### src/rtl/led_mat_pkg.sv
// Timing defaults and transmitter state encoding for the DPI source slice.
// Defaults describe a 3*120x90 panel frame.
package led_mat_pkg;

    localparam int unsigned H_ACTIVE_DEF = 360;
    localparam int unsigned H_FP_DEF     = 16;
    localparam int unsigned H_SYNC_DEF   = 32;
    localparam int unsigned H_BP_DEF     = 40;
    localparam int unsigned V_ACTIVE_DEF = 90;
    localparam int unsigned V_FP_DEF     = 3;
    localparam int unsigned V_SYNC_DEF   = 4;
    localparam int unsigned V_BP_DEF     = 10;
    localparam int unsigned PCLK_DIV_DEF = 2;

    localparam int unsigned H_TOTAL = H_ACTIVE_DEF + H_FP_DEF + H_SYNC_DEF + H_BP_DEF;
    localparam int unsigned V_TOTAL = V_ACTIVE_DEF + V_FP_DEF + V_SYNC_DEF + V_BP_DEF;

    typedef enum logic [1:0] {
        ST_IDLE  = 2'd0,
        ST_RUN   = 2'd1,
        ST_DRAIN = 2'd2
    } tx_state_t;

endpackage

### src/rtl/dpi_timing_cnt.sv
// Slot timing counters: div within a pixel slot, h within a line, v within a frame.
// All counters sit at zero while run is low.
module dpi_timing_cnt #(
    parameter int unsigned PCLK_DIV = 2,
    parameter int unsigned H_TOTAL  = 448,
    parameter int unsigned V_TOTAL  = 107,
    parameter int unsigned DW       = $clog2(PCLK_DIV),
    parameter int unsigned HW       = $clog2(H_TOTAL),
    parameter int unsigned VW       = $clog2(V_TOTAL)
) (
    input  logic          clk,
    input  logic          rst,
    input  logic          run,
    output logic [DW-1:0] div,
    output logic [HW-1:0] h,
    output logic [VW-1:0] v,
    output logic          frame_end
);

    logic [DW-1:0] div_q, div_d;
    logic [HW-1:0] h_q, h_d;
    logic [VW-1:0] v_q, v_d;
    logic          slot_end;
    logic          line_end;

    always_comb begin
        slot_end  = run && (32'(div_q) == PCLK_DIV - 1);
        line_end  = slot_end && (32'(h_q) == H_TOTAL - 1);
        frame_end = line_end && (32'(v_q) == V_TOTAL - 1);
        div_d     = div_q + DW'(1);
        h_d       = h_q;
        v_d       = v_q;
        if (!run) begin
            div_d = '0;
            h_d   = '0;
            v_d   = '0;
        end else if (slot_end) begin
            div_d = '0;
            if (line_end) begin
                h_d = '0;
                v_d = frame_end ? '0 : v_q + VW'(1);
            end else begin
                h_d = h_q + HW'(1);
            end
        end
    end

    always_ff @(posedge clk) begin
        if (rst) begin
            div_q <= '0;
            h_q   <= '0;
            v_q   <= '0;
        end else begin
            div_q <= div_d;
            h_q   <= h_d;
            v_q   <= v_d;
        end
    end

    assign div = div_q;
    assign h   = h_q;
    assign v   = v_q;

endmodule

### src/rtl/dpi_tx_gen.sv
// DPI parallel-RGB transmitter: run/drain control, pixel fetch strobe and
// registered sync/DE/RGB/pixel-clock outputs.
module dpi_tx_gen
    import led_mat_pkg::*;
#(
    parameter int unsigned H_ACTIVE = H_ACTIVE_DEF,
    parameter int unsigned H_FP     = H_FP_DEF,
    parameter int unsigned H_SYNC   = H_SYNC_DEF,
    parameter int unsigned H_BP     = H_BP_DEF,
    parameter int unsigned V_ACTIVE = V_ACTIVE_DEF,
    parameter int unsigned V_FP     = V_FP_DEF,
    parameter int unsigned V_SYNC   = V_SYNC_DEF,
    parameter int unsigned V_BP     = V_BP_DEF,
    parameter bit          HS_POL   = 1'b0,
    parameter bit          VS_POL   = 1'b0,
    parameter int unsigned PCLK_DIV = PCLK_DIV_DEF
) (
    input  logic        MCLK_IN,
    input  logic        RESET,
    input  logic        ENABLE,
    output logic        PIX_REQ,
    output logic [8:0]  PIX_X,
    output logic [6:0]  PIX_Y,
    input  logic [23:0] PIX_RGB,
    output logic        DPI_PCLK,
    output logic        DPI_H_SYNC,
    output logic        DPI_V_SYNC,
    output logic        DPI_DE,
    output logic [7:0]  DPI_R,
    output logic [7:0]  DPI_G,
    output logic [7:0]  DPI_B,
    output logic        FRAME_START,
    output logic        BUSY
);

    localparam int unsigned H_TOT     = H_ACTIVE + H_FP + H_SYNC + H_BP;
    localparam int unsigned V_TOT     = V_ACTIVE + V_FP + V_SYNC + V_BP;
    localparam int unsigned DW        = $clog2(PCLK_DIV);
    localparam int unsigned HW        = $clog2(H_TOT);
    localparam int unsigned VW        = $clog2(V_TOT);
    // PCLK falls with the output update and rises half a slot later.
    localparam int unsigned PCLK_RISE = (1 + PCLK_DIV / 2) % PCLK_DIV;

    tx_state_t     state_q, state_d;
    logic          running;
    logic          active;
    logic          in_hsync;
    logic          in_vsync;
    logic          at_origin;
    logic          frame_end;
    logic [DW-1:0] cnt_div;
    logic [HW-1:0] cnt_h;
    logic [VW-1:0] cnt_v;

    logic          pclk_q, pclk_d;
    logic          de_q, de_d;
    logic          hs_q, hs_d;
    logic          vs_q, vs_d;
    logic          fs_q, fs_d;
    logic [23:0]   rgb_q, rgb_d;

    dpi_timing_cnt #(
        .PCLK_DIV (PCLK_DIV),
        .H_TOTAL  (H_TOT),
        .V_TOTAL  (V_TOT),
        .DW       (DW),
        .HW       (HW),
        .VW       (VW)
    ) u_cnt (
        .clk       (MCLK_IN),
        .rst       (RESET),
        .run       (running),
        .div       (cnt_div),
        .h         (cnt_h),
        .v         (cnt_v),
        .frame_end (frame_end)
    );

    always_ff @(posedge MCLK_IN) begin
        if (RESET) begin
            state_q <= ST_IDLE;
        end else begin
            state_q <= state_d;
        end
    end

    // A frame is never cut short: dropping ENABLE only matters at frame end.
    always_comb begin
        state_d = state_q;
        unique case (state_q)
            ST_IDLE:  if (ENABLE) state_d = ST_RUN;
            ST_RUN:   if (!ENABLE) state_d = frame_end ? ST_IDLE : ST_DRAIN;
            ST_DRAIN: begin
                if (ENABLE) begin
                    state_d = ST_RUN;
                end else if (frame_end) begin
                    state_d = ST_IDLE;
                end
            end
            default:  state_d = ST_IDLE;
        endcase
    end

    always_comb begin
        running   = (state_q != ST_IDLE);
        BUSY      = running;
        active    = (32'(cnt_h) < H_ACTIVE) && (32'(cnt_v) < V_ACTIVE);
        in_hsync  = (32'(cnt_h) >= H_ACTIVE + H_FP) && (32'(cnt_h) < H_ACTIVE + H_FP + H_SYNC);
        in_vsync  = (32'(cnt_v) >= V_ACTIVE + V_FP) && (32'(cnt_v) < V_ACTIVE + V_FP + V_SYNC);
        at_origin = (cnt_h == '0) && (cnt_v == '0);
        PIX_REQ   = running && (cnt_div == '0) && active;
        PIX_X     = 9'(cnt_h);
        PIX_Y     = 7'(cnt_v);
    end

    always_comb begin
        pclk_d = pclk_q;
        de_d   = de_q;
        hs_d   = hs_q;
        vs_d   = vs_q;
        rgb_d  = rgb_q;
        fs_d   = 1'b0;
        if (state_d == ST_IDLE) begin
            pclk_d = 1'b0;
            de_d   = 1'b0;
            hs_d   = ~HS_POL;
            vs_d   = ~VS_POL;
            rgb_d  = '0;
        end else if (running) begin
            if (32'(cnt_div) == 1) begin
                de_d   = active;
                rgb_d  = active ? PIX_RGB : '0;
                hs_d   = in_hsync ? HS_POL : ~HS_POL;
                vs_d   = in_vsync ? VS_POL : ~VS_POL;
                fs_d   = at_origin;
                pclk_d = 1'b0;
            end else if (32'(cnt_div) == PCLK_RISE) begin
                pclk_d = 1'b1;
            end
        end
    end

    always_ff @(posedge MCLK_IN) begin
        if (RESET) begin
            pclk_q <= 1'b0;
            de_q   <= 1'b0;
            hs_q   <= ~HS_POL;
            vs_q   <= ~VS_POL;
            rgb_q  <= '0;
            fs_q   <= 1'b0;
        end else begin
            pclk_q <= pclk_d;
            de_q   <= de_d;
            hs_q   <= hs_d;
            vs_q   <= vs_d;
            rgb_q  <= rgb_d;
            fs_q   <= fs_d;
        end
    end

    assign DPI_PCLK    = pclk_q;
    assign DPI_DE      = de_q;
    assign DPI_H_SYNC  = hs_q;
    assign DPI_V_SYNC  = vs_q;
    assign DPI_R       = rgb_q[23:16];
    assign DPI_G       = rgb_q[15:8];
    assign DPI_B       = rgb_q[7:0];
    assign FRAME_START = fs_q;

endmodule

### config.mk
export PLATFORM = sky130hd
export DESIGN_NAME = dpi_tx_gen
export DESIGN_NICKNAME = d
export VERILOG_FILES = /design/src/rtl/led_mat_pkg.sv /design/src/rtl/dpi_timing_cnt.sv /design/src/rtl/dpi_tx_gen.sv
export SDC_FILE = /design/constraint.sdc
export NUM_CORES = 1
export LEC_CHECK = 0
export BUFFER_PORTS_ARGS = -buffer_cell sky130_fd_sc_hd__buf_4
export CORE_MARGIN = 1.5
export CORE_UTILIZATION = 40
export CTS_CLUSTER_DIAMETER = 80
export DETAILED_ROUTE_END_ITERATION = 6
export GPL_TIMING_DRIVEN = 0
export HOLD_SLACK_MARGIN = 0.05
export PLACE_DENSITY = 0.73
export REMOVE_ABC_BUFFERS = 1
export SETUP_SLACK_MARGIN = 0.4
export SLEW_MARGIN = 25
export SYNTH_ARGS = -nofsm -noshare
export SYNTH_HDL_FRONTEND = slang
export SYNTH_SLANG_ARGS = --single-unit
### constraint.sdc
create_clock -name MCLK_IN -period 5.36 [get_ports MCLK_IN]
set_clock_uncertainty 0.05 [all_clocks]
set_input_delay 0.804 -clock MCLK_IN [delete_from_list [all_inputs] [get_ports MCLK_IN]]
set_output_delay 0.804 -clock MCLK_IN [all_outputs]
set_load 0.01 [all_outputs]
==> metrics.md <==
| Metric | Value |
|---|---|
| CTS Hold Bufs | 0 |
| Site Rows | 26 |
| Pwr dens | 224 nW/um2 |
| Met1 usage in global routing | 25.4% |
| Die width | 76.1 um |
| Final hold viol count | 0 |
| Slew margin rel. | 53.4% |
| Hold WC Path Type | reg2reg |
| Syn Area/Cell | 8.88 um2 |
| Synth Instances | 241 |
| CP Launch Type | register |
| Synth cell types | 48 |
| Placed cell count | 366 |
| Initial antenna violation count | 0 |
| Leakage power | 1.12 nW |
| Ys Warns | 0 |
| Post-route minimum period | 2.91 ns |
| Routed Wire Length | 5.54 mm |
| Pins Over Slew Limit | 0 |
| CP Data Arrival Time | 2.06 ns |
| M3 GR Usage | 4.67% |
| VDD IR max | 0.153 mV |
| Dpl hpwl | 3.80 mm |
| Initial Util | 41.6% |
| IO Pins | 74 |
| Via count | 2,054 |
| Hold Path Cell Cnt | 2 |
| Synth area leader | dfxtp_1 |
| Post-CTS Setup Bufs | 0 |
| Final core occ | 55.9% |
| Cell with the most instances after synthesis | nor2_1 |
| All-Layer GR Usage | 19.5% |
| Root Buffer | clkbuf_8 |
| Post-cts sizing count | 0 |
| Synth Cell Area | 2140 um2 |
| Maximum clock insertion buffer count | 2 |
| Pin count of the biggest net entering global routing | 29 |
| GR Layer Usage met2 | 31.8% |
| Layout cells sized above 1 | 30.9% |
| Part of the cycle the worst path needs | 54.3% |
| Top post-synthesis cells by area | dfxtp_1 (45%), a32oi_1 (9.8%), nor2_1 (8.9%), ha_1 (3.5%), xnor2_1 (2.9%) |
| Crit path max fanout | 16 |
| Setup CP Type | reg2out |
| Max Cap Viol | 0 |
| CTS tree | done |
| Synth top area share | 44.9% |
| Antenna violation net count after detailed routing | 0 |
| Htree depth | 2 |
| Yosys reg bits | 48 |
| Grt peak-use layer | met2 |
| RSZ-0062 raised after global routing | false |
| Ant diodes | 0 |
| Setup-failing EPs final | 0 |
| Placer Congestion | 0.777 |
| Via/cell ratio | 5.49 |
| Buffers on Ports | 73 |
| Clk slew on worst S/H paths | 0.09 ns |
| Global route total overflow | 0 |
| DRC violation count after routing | 0 |
| Fillers | 493 |
| Setup tns final | 0 ns |
| Asr flop ratio synth | 0% |
| Required @ worst endpoint | 4.51 ns |
| R2R depth | 6 |
| TritonCTS buffer count | 5 |
| Wire per inst | 14.8 um |
| Critical Path Sink Type | primary output |
| First-pass DRT Iterations | 4 |
| Die ar. | 5800 um2 |
| Die Span Y | 76.1 um |
| Status | finished, final reports clean |
| P&R area growth vs syn | 34.4% |
| Clk_lat worst skew | 0.30 ns |
| Synth top cells by count | nor2_1 (51), dfxtp_1 (48), a32oi_1 (24) |
| Core area | 5140 um2 |
| Fmax | 343 MHz |
| Final Non-Filler Cells | 374 |
| Slew @ Worst Pin | 0.697 ns |
| Number of synthesized flops with an enable pin | 0 |
| Flop2flop setup slack | 2.71 ns |
| Initial DRC count | 100 |
| Post-layout total power | 644 uW |
| # nets final | 336 |
| Clk sinks | 48 |
| Register area share after synthesis | 44.9% |
| First-pass GRT wire length | 9.34 mm |
| Vias in the first global route | 1,915 |
| Post-synth top flop | dfxtp_1 |
-- flip-flops by register name (all words and copies together) (netlist names) --
register	cells
rgb_q	24
DPI_H_SYNC	1
state_q	2
u_cnt.div	1
FRAME_START	1
u_cnt.h	9
DPI_PCLK	1
DPI_DE	1
DPI_V_SYNC	1
u_cnt.v	7
-- placed cells by master (no fill, tap or decap), types with 2 or more instances in the layout --
| cell | netlist | final |
|---|---|---|
| ha_1 | 6 | 6 |
| nand2_1 | 11 | 11 |
| a211oi_1 | 2 | 2 |
| nor4_1 | 5 | 5 |
| clkinvlp_4 | 0 | 2 |
| or4_1 | 2 | 2 |
| clkbuf_8 | 0 | 6 |
| dfxtp_1 | 48 | 48 |
| o31ai_1 | 2 | 2 |
| a21oi_1 | 5 | 4 |
| nand3_1 | 5 | 5 |
| nor2_1 | 51 | 51 |
| buf_8 | 0 | 2 |
| nor3_1 | 8 | 8 |
| xor2_1 | 3 | 3 |
| a32oi_1 | 24 | 24 |
| nand4_1 | 4 | 4 |
| buf_4 | 2 | 73 |
| mux2i_1 | 2 | 2 |
| inv_1 | 6 | 6 |
| xnor2_1 | 7 | 7 |
| or2_2 | 2 | 2 |
-- per-layer routing --
layer / up-vias / routed length [um]
li1: 995 / -
met1: 983 / 2500
met2: 67 / 2620
met3: 9 / 343
met4: 0 / 73
met5: - / 0
-- power breakdown --
part	switching (mW)	internal, mW
sequential	0.00440	0.361
clock	0.121	0.105
combinational	0.0263	0.0276
total	0.151	0.493
-- per-stage QoR --
step                      hold slack (ns)  instance area, um2  setup WS (ns)
after CTS                           0.446                2880           2.45
after global placement              0.417                2670          0.168
after global routing                0.476                2880           2.31
final                               0.439                2880           2.45
after detailed placement            0.425                2780           2.76
after floorplan                     0.435                2030           2.00
-- cell families (layout without fill, tap and decap cells) --
| group | after synthesis | in the layout | synth area share (%) |
|---|---|---|---|
| AND/OR/NAND/NOR | 98 | 98 | 22.2 |
| AO/OA/AOI/OAI | 49 | 49 | 18.4 |
| flip-flops | 48 | 48 | 44.9 |
| buffers and inverters | 28 | 91 | 6.02 |
| XOR/XNOR | 10 | 10 | 4.09 |
| adder cells (fa/ha/maj) | 6 | 6 | 3.51 |
| multiplexers | 2 | 2 | 0.936 |
-- worst paths after layout --
check,from,to
max reg2reg,u_cnt.h[0]$_SDFFE_PP0P_,DPI_PCLK$_SDFFE_PP0N_
max,u_cnt.h[3]$_SDFFE_PP0P_,PIX_REQ
min reg2reg,rgb_q[15]$_SDFFE_PP0P_,rgb_q[15]$_SDFFE_PP0P_
min,rgb_q[15]$_SDFFE_PP0P_,rgb_q[15]$_SDFFE_PP0P_
-- worst max-delay path, cell delays in order (launching register included) --
cell and delay [ns]:
dfxtp_1 0.42, o2111a_1 0.32, a221oi_4 0.50, buf_8 0.24, and3_1 0.16, buf_4 0.12
-- layout make-up --
| cell class | count | area, um2 | area share, % |
|---|---|---|---|
| inverters | 6 | 22.5 | 0.783 |
| clock inverters | 2 | 15.0 | 0.522 |
| clock buffers | 6 | 82.6 | 2.87 |
| flip-flops and latches | 48 | 961 | 33.4 |
| well taps | 70 | 87.6 | 3.05 |
| repair buffers | 77 | 617 | 21.5 |
| multi-input cells | 165 | 1090 | 37.9 |
Power figures use the tool's default switching activity.
